===== src/rtl/ho_pkg.sv =====
// ho_pkg: types, constants and small helpers shared by the handover controller.
package ho_pkg;

  localparam int N_BS     = 3;
  localparam int SQ_W_DEF = 8;

  typedef logic [1:0] bs_idx_t;

  typedef enum logic [2:0] {
    IDLE,
    ARB,
    SELECT,
    OFFER,
    RELEASE,
    NOTIFY,
    FAIL
  } ho_state_t;

  // One-hot vector with only bit idx set.
  function automatic logic [N_BS-1:0] bs_onehot(input bs_idx_t idx);
    return N_BS'(1) << idx;
  endfunction

  // Next base-station index, wrapping modulo N_BS.
  function automatic bs_idx_t bs_next(input bs_idx_t idx);
    return (idx >= bs_idx_t'(N_BS - 1)) ? '0 : idx + bs_idx_t'(1);
  endfunction

endpackage


===== src/rtl/ho_rr_arbiter.sv =====
// ho_rr_arbiter: 3-way round-robin pick; the first requester at or after ptr wins.
module ho_rr_arbiter
  import ho_pkg::*;
(
  input  logic [N_BS-1:0] req,
  input  bs_idx_t         ptr,
  output bs_idx_t         idx
);

  logic    w_found;
  bs_idx_t w_cand;

  // Walk the requesters starting at ptr, wrapping around, and keep the first hit.
  always_comb begin
    // NOTE: every variable written here gets a default first, so no latch is inferred.
    idx     = '0;
    w_found = 1'b0;
    w_cand  = ptr;
    for (int k = 0; k < N_BS; k++) begin
      if (!w_found && req[w_cand]) begin
        idx     = w_cand;
        w_found = 1'b1;
      end
      w_cand = bs_next(w_cand);
    end
  end

endmodule


===== src/rtl/handover_controller.sv =====
// handover_controller: moves a device from a weak source BS to the best other BS,
// offering the target, waiting for its ack with a timeout, then releasing the source.
module handover_controller
  import ho_pkg::*;
#(
  parameter int SQ_W        = SQ_W_DEF,
  parameter int SQ_THRESH   = 50,
  parameter int SQ_HYST     = 5,
  parameter int TIMEOUT_CYC = 16
) (
  input  logic                   clk,
  input  logic                   reset,
  input  logic [N_BS-1:0]        bs_req,
  input  logic [N_BS*SQ_W-1:0]   dm_sq,
  input  logic [N_BS-1:0]        bs_ack,
  output logic [N_BS-1:0]        bs_grant,
  output logic [N_BS-1:0]        bs_target,
  output logic [N_BS-1:0]        bs_release,
  output logic [1:0]             sv_target,
  output logic                   sv_valid,
  output logic                   fail,
  output logic                   busy
);

  localparam int CNT_W = (TIMEOUT_CYC > 2) ? $clog2(TIMEOUT_CYC) : 1;
  localparam logic [CNT_W-1:0] CNT_LAST = CNT_W'(TIMEOUT_CYC - 1);

  // Quality compares are done one bit wider so src + hysteresis cannot wrap.
  typedef logic [SQ_W:0] sq_ext_t;
  localparam sq_ext_t THRESH_X = sq_ext_t'(SQ_THRESH);
  localparam sq_ext_t HYST_X   = sq_ext_t'(SQ_HYST);

  ho_state_t                   r_state;
  ho_state_t                   w_next_state;
  bs_idx_t                     r_rr_ptr;
  bs_idx_t                     r_src;
  bs_idx_t                     r_best;
  logic [CNT_W-1:0]            r_cnt;
  logic [N_BS-1:0][SQ_W-1:0]   r_sq;

  bs_idx_t                     w_arb_idx;
  bs_idx_t                     w_best;
  logic [SQ_W-1:0]             w_best_sq;
  logic                        w_found;
  sq_ext_t                     w_src_need;
  logic                        w_offer_ok;

  ho_rr_arbiter u_arb (
    .req (bs_req),
    .ptr (r_rr_ptr),
    .idx (w_arb_idx)
  );

  // Argmax of the snapshot over every BS except the source; strict '>' keeps ties on the lower index.
  always_comb begin
    w_best    = '0;
    w_best_sq = '0;
    w_found   = 1'b0;
    for (int i = 0; i < N_BS; i++) begin
      if (bs_idx_t'(i) != r_src && (!w_found || r_sq[i] > w_best_sq)) begin
        w_best    = bs_idx_t'(i);
        w_best_sq = r_sq[i];
        w_found   = 1'b1;
      end
    end
  end

  assign w_src_need = {1'b0, r_sq[r_src]} + HYST_X;
  assign w_offer_ok = ({1'b0, w_best_sq} >= THRESH_X) && ({1'b0, w_best_sq} >= w_src_need);

  // State register.
  always_ff @(posedge clk or posedge reset) begin
    // NOTE: sequential state uses non-blocking '<=' so all flops update from pre-edge values.
    if (reset) r_state <= IDLE;
    else        r_state <= w_next_state;
  end

  // Handover context: the source is latched as ARB is entered so its grant is a plain
  // decode of registered values; quality is snapshotted while in ARB.
  always_ff @(posedge clk or posedge reset) begin
    if (reset) begin
      r_rr_ptr <= '0;
      r_src    <= '0;
      r_best   <= '0;
      r_cnt    <= '0;
      // NOTE: the snapshot is a handful of flops, not a RAM, so it is reset like any other register.
      r_sq     <= '0;
    end else begin
      case (r_state)
        IDLE:         if (|bs_req) r_src <= w_arb_idx;
        ARB:          r_sq <= dm_sq;
        SELECT: begin
          r_best <= w_best;
          r_cnt  <= '0;
        end
        OFFER:        r_cnt <= r_cnt + CNT_W'(1);
        NOTIFY, FAIL: r_rr_ptr <= bs_next(r_src);
        default: ;
      endcase
    end
  end

  // Next-state logic and Moore output decode.
  always_comb begin
    w_next_state = r_state;
    bs_grant     = '0;
    bs_target    = '0;
    bs_release   = '0;
    sv_target    = '0;
    sv_valid     = 1'b0;
    fail         = 1'b0;
    busy         = (r_state != IDLE);
    case (r_state)
      IDLE:    if (|bs_req) w_next_state = ARB;
      ARB: begin
        bs_grant     = bs_onehot(r_src);
        w_next_state = SELECT;
      end
      SELECT:  w_next_state = w_offer_ok ? OFFER : FAIL;
      OFFER: begin
        bs_target = bs_onehot(r_best);
        // The target's ack takes priority over an expiring timeout.
        if (bs_ack[r_best])         w_next_state = RELEASE;
        else if (r_cnt == CNT_LAST) w_next_state = FAIL;
      end
      RELEASE: begin
        bs_release   = bs_onehot(r_src);
        w_next_state = NOTIFY;
      end
      NOTIFY: begin
        sv_target    = r_best;
        sv_valid     = 1'b1;
        w_next_state = IDLE;
      end
      FAIL: begin
        fail         = 1'b1;
        w_next_state = IDLE;
      end
      default: w_next_state = IDLE;
    endcase
  end

endmodule


===== config.mk =====
export PLATFORM = sky130hd
export DESIGN_NAME = handover_controller
export DESIGN_NICKNAME = d
export VERILOG_FILES = /design/src/rtl/ho_pkg.sv /design/src/rtl/ho_rr_arbiter.sv /design/src/rtl/handover_controller.sv
export SDC_FILE = /design/constraint.sdc
export NUM_CORES = 1
export LEC_CHECK = 0
export BUFFER_PORTS_ARGS = -buffer_cell sky130_fd_sc_hd__clkbuf_2
export CORE_ASPECT_RATIO = 1.5
export CORE_MARGIN = 2
export CORE_UTILIZATION = 30
export CTS_CLUSTER_DIAMETER = 40
export DETAILED_ROUTE_END_ITERATION = 7
export PLACE_DENSITY_LB_ADDON = 0.15
export SLEW_MARGIN = 20
export SYNTH_ARGS = -nofsm -noshare
export SYNTH_HDL_FRONTEND = slang
export SYNTH_HIERARCHICAL = 1
export SYNTH_SLANG_ARGS = --single-unit

===== constraint.sdc =====
create_clock -name clk -period 7.4 [get_ports clk]
set_input_delay 1.48 -clock clk [delete_from_list [all_inputs] [get_ports clk]]
set_output_delay 1.48 -clock clk [all_outputs]
set_load 0.005 [all_outputs]

* After elaboration in Yosys (flattened, before gate mapping)
Cells that the tools add are included.
** Storage, ports and cells
- Output and inout port bits :: 14
- Logic and storage cells :: 94
- Flip-flop bits (word level) :: 37
** Cells by class
- Equal/unequal tests :: 11
- Order comparisons :: 12
- Shift-type cells :: 2
- $add $sub $neg :: 5
- Mux-type cells :: 37
- Reduce and logical (&&, ||, !) cells :: 19
** Operators with widths (number)
- two-way mux 8 bit :: 4
- two-way mux 3 bit :: 7
- binary-select mux 8 bit (select 2 bit) :: 1
- > comparator 8 bit :: 2
- two-way mux 2 bit :: 8
- < comparator 2 x 3 -> 1 bit (second input constant) :: 5
- case mux 3 bit (5 select lines) :: 1
- two-way mux 1 bit :: 11
- adder 8 x 3 -> 9 bit (second input constant) :: 1
- == test 3 bit (second input constant) :: 3
- greater-or-equal comparator 8 x 9 -> 1 bit :: 1
- binary-select mux 1 bit (select 2 bit) :: 4
- greater-or-equal comparator 8 x 6 -> 1 bit (second input constant) :: 1
- case mux 4 bit (2 select lines) :: 1
- adder 2 x 1 -> 2 bit (second input constant) :: 3
- == test 3 x 2 -> 1 bit (second input constant) :: 2
- greater-or-equal comparator 2 bit (second input constant) :: 3
- << shifter 1 x 2 -> 3 bit (first input constant) :: 2
- logical AND 1 bit :: 5
- adder 4 x 1 -> 4 bit (second input constant) :: 1
- == test 4 bit (second input constant) :: 1
- zero test 1 bit :: 4
- AND reduction 2 bit :: 2
- nonzero test 2 bit :: 2
- other kinds (10) :: 11

* Depth between registers and ports, before layout
- Depth in word-level cells :: 14
- Depth in mapped cells :: 27
- Gate-level depth less buffers :: 24

* By module
The synthesis kept the hierarchy.
** By module, submodules not included
- handover_controller :: area an instance 2720.1 sq um, instances 1, sequential area each 925.9 sq um, cells an instance 287
- ho_rr_arbiter :: area an instance 56.3 sq um, instances 1, sequential area each 0.0 sq um, cells an instance 7

* Least setup slack after synthesis
OpenSTA, ideal clock, no wires.
- Kind :: register to register
- Start point :: reg r_src[1]
- End point :: reg r_state[2]
- Library setup time :: 0.094 ns
- Slack :: 2.791 ns
- Data required time :: 7.306 ns
- Arrival time :: 4.516 ns
- Cell stages (with the launch flop) :: 27
- Clock period less this slack :: 4.609 ns
- Path buffers :: 3
- Path through :: dfrtp_1 > or2_4 > clkbuf_1 > nand2_1 > ha_1 > nor2b_4 > o211ai_2 > a21oi_1 > o21ai_2 > buf_6 > mux2i_1 > ha_1 > nor2b_1 > o211ai_1 > a21oi_1 > o21ai_2 > clkbuf_1 > nor2_1 > a21oi_1 > ha_1 > a21o_1 > a21oi_1 > nor2b_1 > o21ai_0 > a21o_1 > a21oi_1 > a221oi_2
** On the way
- Word-level cells in the longest chain between the ends :: 14
- Elaborated cells on any way between the ends :: 24
- Classes of those cells :: 1 x add/sub; 4 x order compare; 2 x eq/ne; 9 x mux; 8 x reduce/logical
** RTL lines
- start: declaration :: line handover_controller.sv:36 : bs_idx_t r_src;
- start signal: assignment :: line handover_controller.sv:90 : IDLE: if (|bs_req) r_src <= w_arb_idx;
- nonzero test 2 bit :: line handover_controller.sv:60 : if (bs_idx_t'(i) != r_src && (!w_found || r_sq[i] > w_best_sq)) begin
- two-way mux 8 bit / two-way mux 1 bit (equally long branches) :: line handover_controller.sv:60
- > comparator 8 bit / zero test 1 bit (equally long branches) :: line handover_controller.sv:60
- logical OR 1 bit :: line handover_controller.sv:60
- logical AND 1 bit :: line handover_controller.sv:60
- two-way mux 8 bit / two-way mux 1 bit (equally long branches) :: line handover_controller.sv:60
- > comparator 8 bit / zero test 1 bit (equally long branches) :: line handover_controller.sv:60
- logical OR 1 bit :: line handover_controller.sv:60
- logical AND 1 bit :: line handover_controller.sv:60
- two-way mux 8 bit :: line handover_controller.sv:60
- greater-or-equal comparator 8 x 9 -> 1 bit / greater-or-equal comparator 8 x 6 -> 1 bit (equally long branches) :: line handover_controller.sv:69 : assign w_offer_ok = ({1'b0, w_best_sq} >= THRESH_X) && ({1'b0, w_best_sq} >= w_src_need);
- logical AND 1 bit (*) :: line handover_controller.sv:69
- two-way mux 3 bit (*) :: line handover_controller.sv:119 : SELECT: w_next_state = w_offer_ok ? OFFER : FAIL;
- case mux 3 bit (5 select lines) (*) :: line handover_controller.sv:113 : case (r_state)
- end signal: assignment :: line handover_controller.sv:75 : else r_state <= w_next_state;
- end: declaration :: line handover_controller.sv:33 : ho_state_t r_state;
Every way passes the cells marked *; elsewhere a longest branch is shown, timed or not. The select of a mux whose other input is x is not followed.
A chain may end at the register's enable or synchronous reset.

* Worst setup path after layout
- Start point :: reg r_src[1]
- End point :: reg r_state[0]
Same word-level chain as after synthesis.

==> results.toml <==
[outcome]
status = "completed"

[sta]
finClkSkew_ps = 1.26
period_share = 0.768
tns_ps = 0
fmax_mhz = 176
slew_violations = 0
setup-violations-final = 0
rsz0062_at_grt = "no"
period_minus_slack_ps = 5680
slew_headroom = 0.467
hold_violations = 0
worstMarginPinSlew_ps = 797

[clock_tree]
clock_latency_ps = 280
cts_buffers = 5
cts_tree = "built"
root_buffer = "clkbuf_16"
clk_pin_slew_ps = 50
cts_resized = 0
cts_setup_buffers = 0
cts.sinks = 37
ctsHtreeMaxLevel = 2
clockBufferDepth = 2
cts_hold_buf = 0

[global_routing]
grt_pass1_wl_um = 11500
grt_max_degree = 38
grt_usage = 0.152
gr-total-overflow = 0
antenna_found_initial = 0
grt_pass1_vias = 2244

[worst_setup_path]
path_max_fanout = 18
endpoint_kind = "flip-flop"
critical_path_arrival_ps = 5890
critPathRequiredTime_ps = 7610
critPathKind = "reg -> reg"
crit_chain = "or2_4 -> nand2_1 -> ha_1 -> nor2b_4 -> o211ai_2 -> a21oi_1 -> o21ai_2 -> mux2i_1 -> ha_1 -> nor2b_1 -> o211ai_1 -> a21oi_1 -> o21ai_2 -> mux2_2 -> inv_1 -> ha_1 -> o21ai_0 -> a211oi_1 -> o21ai_1 -> a21o_1 -> a311o_1 -> a21oi_1"
critPathMaxStageDelay_ps = 710
worstSetupStartpointType = "flip-flop"
slowest_stage = "dfrtp_1"

[logic_synthesis]
synthCells = 294
ys_async_sr_fraction = 1.00
synth.area.top_cells = "dfrtp_1 33%, ha_1 12%, mux2_2 10%"
syn_avg_cell_area_um2 = 9.44
seq_area_frac_synth = 0.333
synth-edff-count = 0
ys_warn_count = 6
syn-num-nets = 352
ys_ff_latch = 37
synth_largest_area_cell = "dfrtp_1"
syn_area_um2 = 2780
synth_cell_types = 44
ys.flop_type = "dfrtp_1"
synth_top_area_frac = 0.333

[floorplan]
dieWidth_um = 82.6
std_cell_rows = 43
start_util = 0.304
die-area_um2 = 10100
coreArea_um2 = 9150
ios = 46
dieHeight_um = 122

[detailed_routing]
drtIter0Drc = 108
dr.pass1.iters = 4
drc = 0
finalWirelength_um = 7050
via_count = 2269
post_drt_wl_per_cell_um = 15.7
vias_per_cell = 5.06
ant_nets = 0

[placement]
portBuffers = 45
gp_congestion = 0.841
hpwl_um = 5580

[hold_path]
hp-class = "reg -> reg"

[run]
max_cap_violations = 0

[finish]
antenna_cells = 0
drive_gt1_frac = 0.268
fin_nets = 394
synthToLayoutAreaGrowth_pct = 16.6
[cell type report]
class                      instances  area (µm²)
clock buffer                       7         143
fill                             980        5910
inverter                          11        41.3
multi-input combinational        234        1750
sequential                        37         926
tap                              112         140
timing repair buffer              47         240
[cell families after synthesis]
group	count (synthesis)	share of synthesized area
xor+xnor	6	0.0189
simple gates	93	0.171
compound gates	65	0.152
buf+inv	23	0.0379
flops	37	0.333
fa+ha+maj	26	0.117
mux	44	0.170
[Yosys cell counts, types with 7 or more instances]
master / count
dfrtp_1: 37
nand2_1: 30
ha_1: 26
mux2_2: 25
o21ai_0: 20
mux2i_1: 19
a21oi_1: 18
nor2_1: 17
inv_1: 11
clkbuf_1: 7
nor2b_1: 7
[critical path: cells and delay by family, from the launching register on]
kind | cells | cell delay (ps)
adders and majority gates | 3 | 730
buffers and inverters | 1 | 70
AOI/OAI and AO/OA | 12 | 2660
and+or+nand+nor | 4 | 660
muxes | 2 | 750
DFF | 1 | 710
[cells in the final DEF, fill, tap and decap left out, types with 3 or more instances in the layout]
master	n
a21o_1	4
a21oi_1	18
and2_1	4
and3_1	4
clkbuf_16	5
clkbuf_2	45
dfrtp_1	37
ha_1	26
inv_1	11
mux2_2	25
mux2i_1	19
nand2_1	30
nand2b_1	4
nand4_1	6
nor2_1	17
nor2b_1	6
nor3_1	6
nor4_1	3
o21ai_0	20
o21ai_1	4
o311ai_0	3
xor2_1	4
[sequential cells by signal (all words and copies together), names as in the netlist]
| register | cells |
|---|---|
| r_sq | 24 |
| r_best | 2 |
| r_state | 3 |
| r_cnt | 4 |
| r_src | 2 |
| r_rr_ptr | 2 |
[worst paths after layout]
| check | from | endpoint | slack, ps | cells after the start |
|---|---|---|---|---|
| max | r_src[1] | r_state[0] | 1720 | 22 |
| min | r_rr_ptr[0] | r_rr_ptr[0] | 510 | 2 |
| max reg2reg | r_src[1] | r_state[0] | 1720 | 22 |
| min reg2reg | r_rr_ptr[0] | r_rr_ptr[0] | 510 | 2 |
| max in group asynchronous | reset | r_cnt[2] | 5760 | 3 |
| min in group asynchronous | reset | r_sq[15] | 1280 | 3 |
[layer usage]
metal | up-vias | global-route usage | wire length [µm]
li1 | 1145 | - | -
met1 | 1083 | 0.163 | 2730
met2 | 32 | 0.291 | 3990
met3 | 9 | 0.0252 | 201
met4 | 0 | 0.0512 | 119
met5 | - | 0 | 0
[stage by stage]
step | instances | hold slack (ps) | setup WS, ps | cell area [µm²] | util
3_5_place_dp | 441 | 505 | 1710 | 3100 | 0.338
5_1_grt | 448 | 561 | 1230 | 3240 | 0.354
6_report | 448 | 507 | 1720 | 3240 | 0.354
4_1_cts | 448 | 514 | 1680 | 3240 | 0.354
3_3_place_gp | 441 | 496 | 1810 | 3100 | 0.338
2_1_floorplan | 294 | 471 | 2790 | 2780 | -
Power is left out: the tool's default activity adds up to more than one toggle a clock period on the data nets, which glitch-free logic cannot reach.
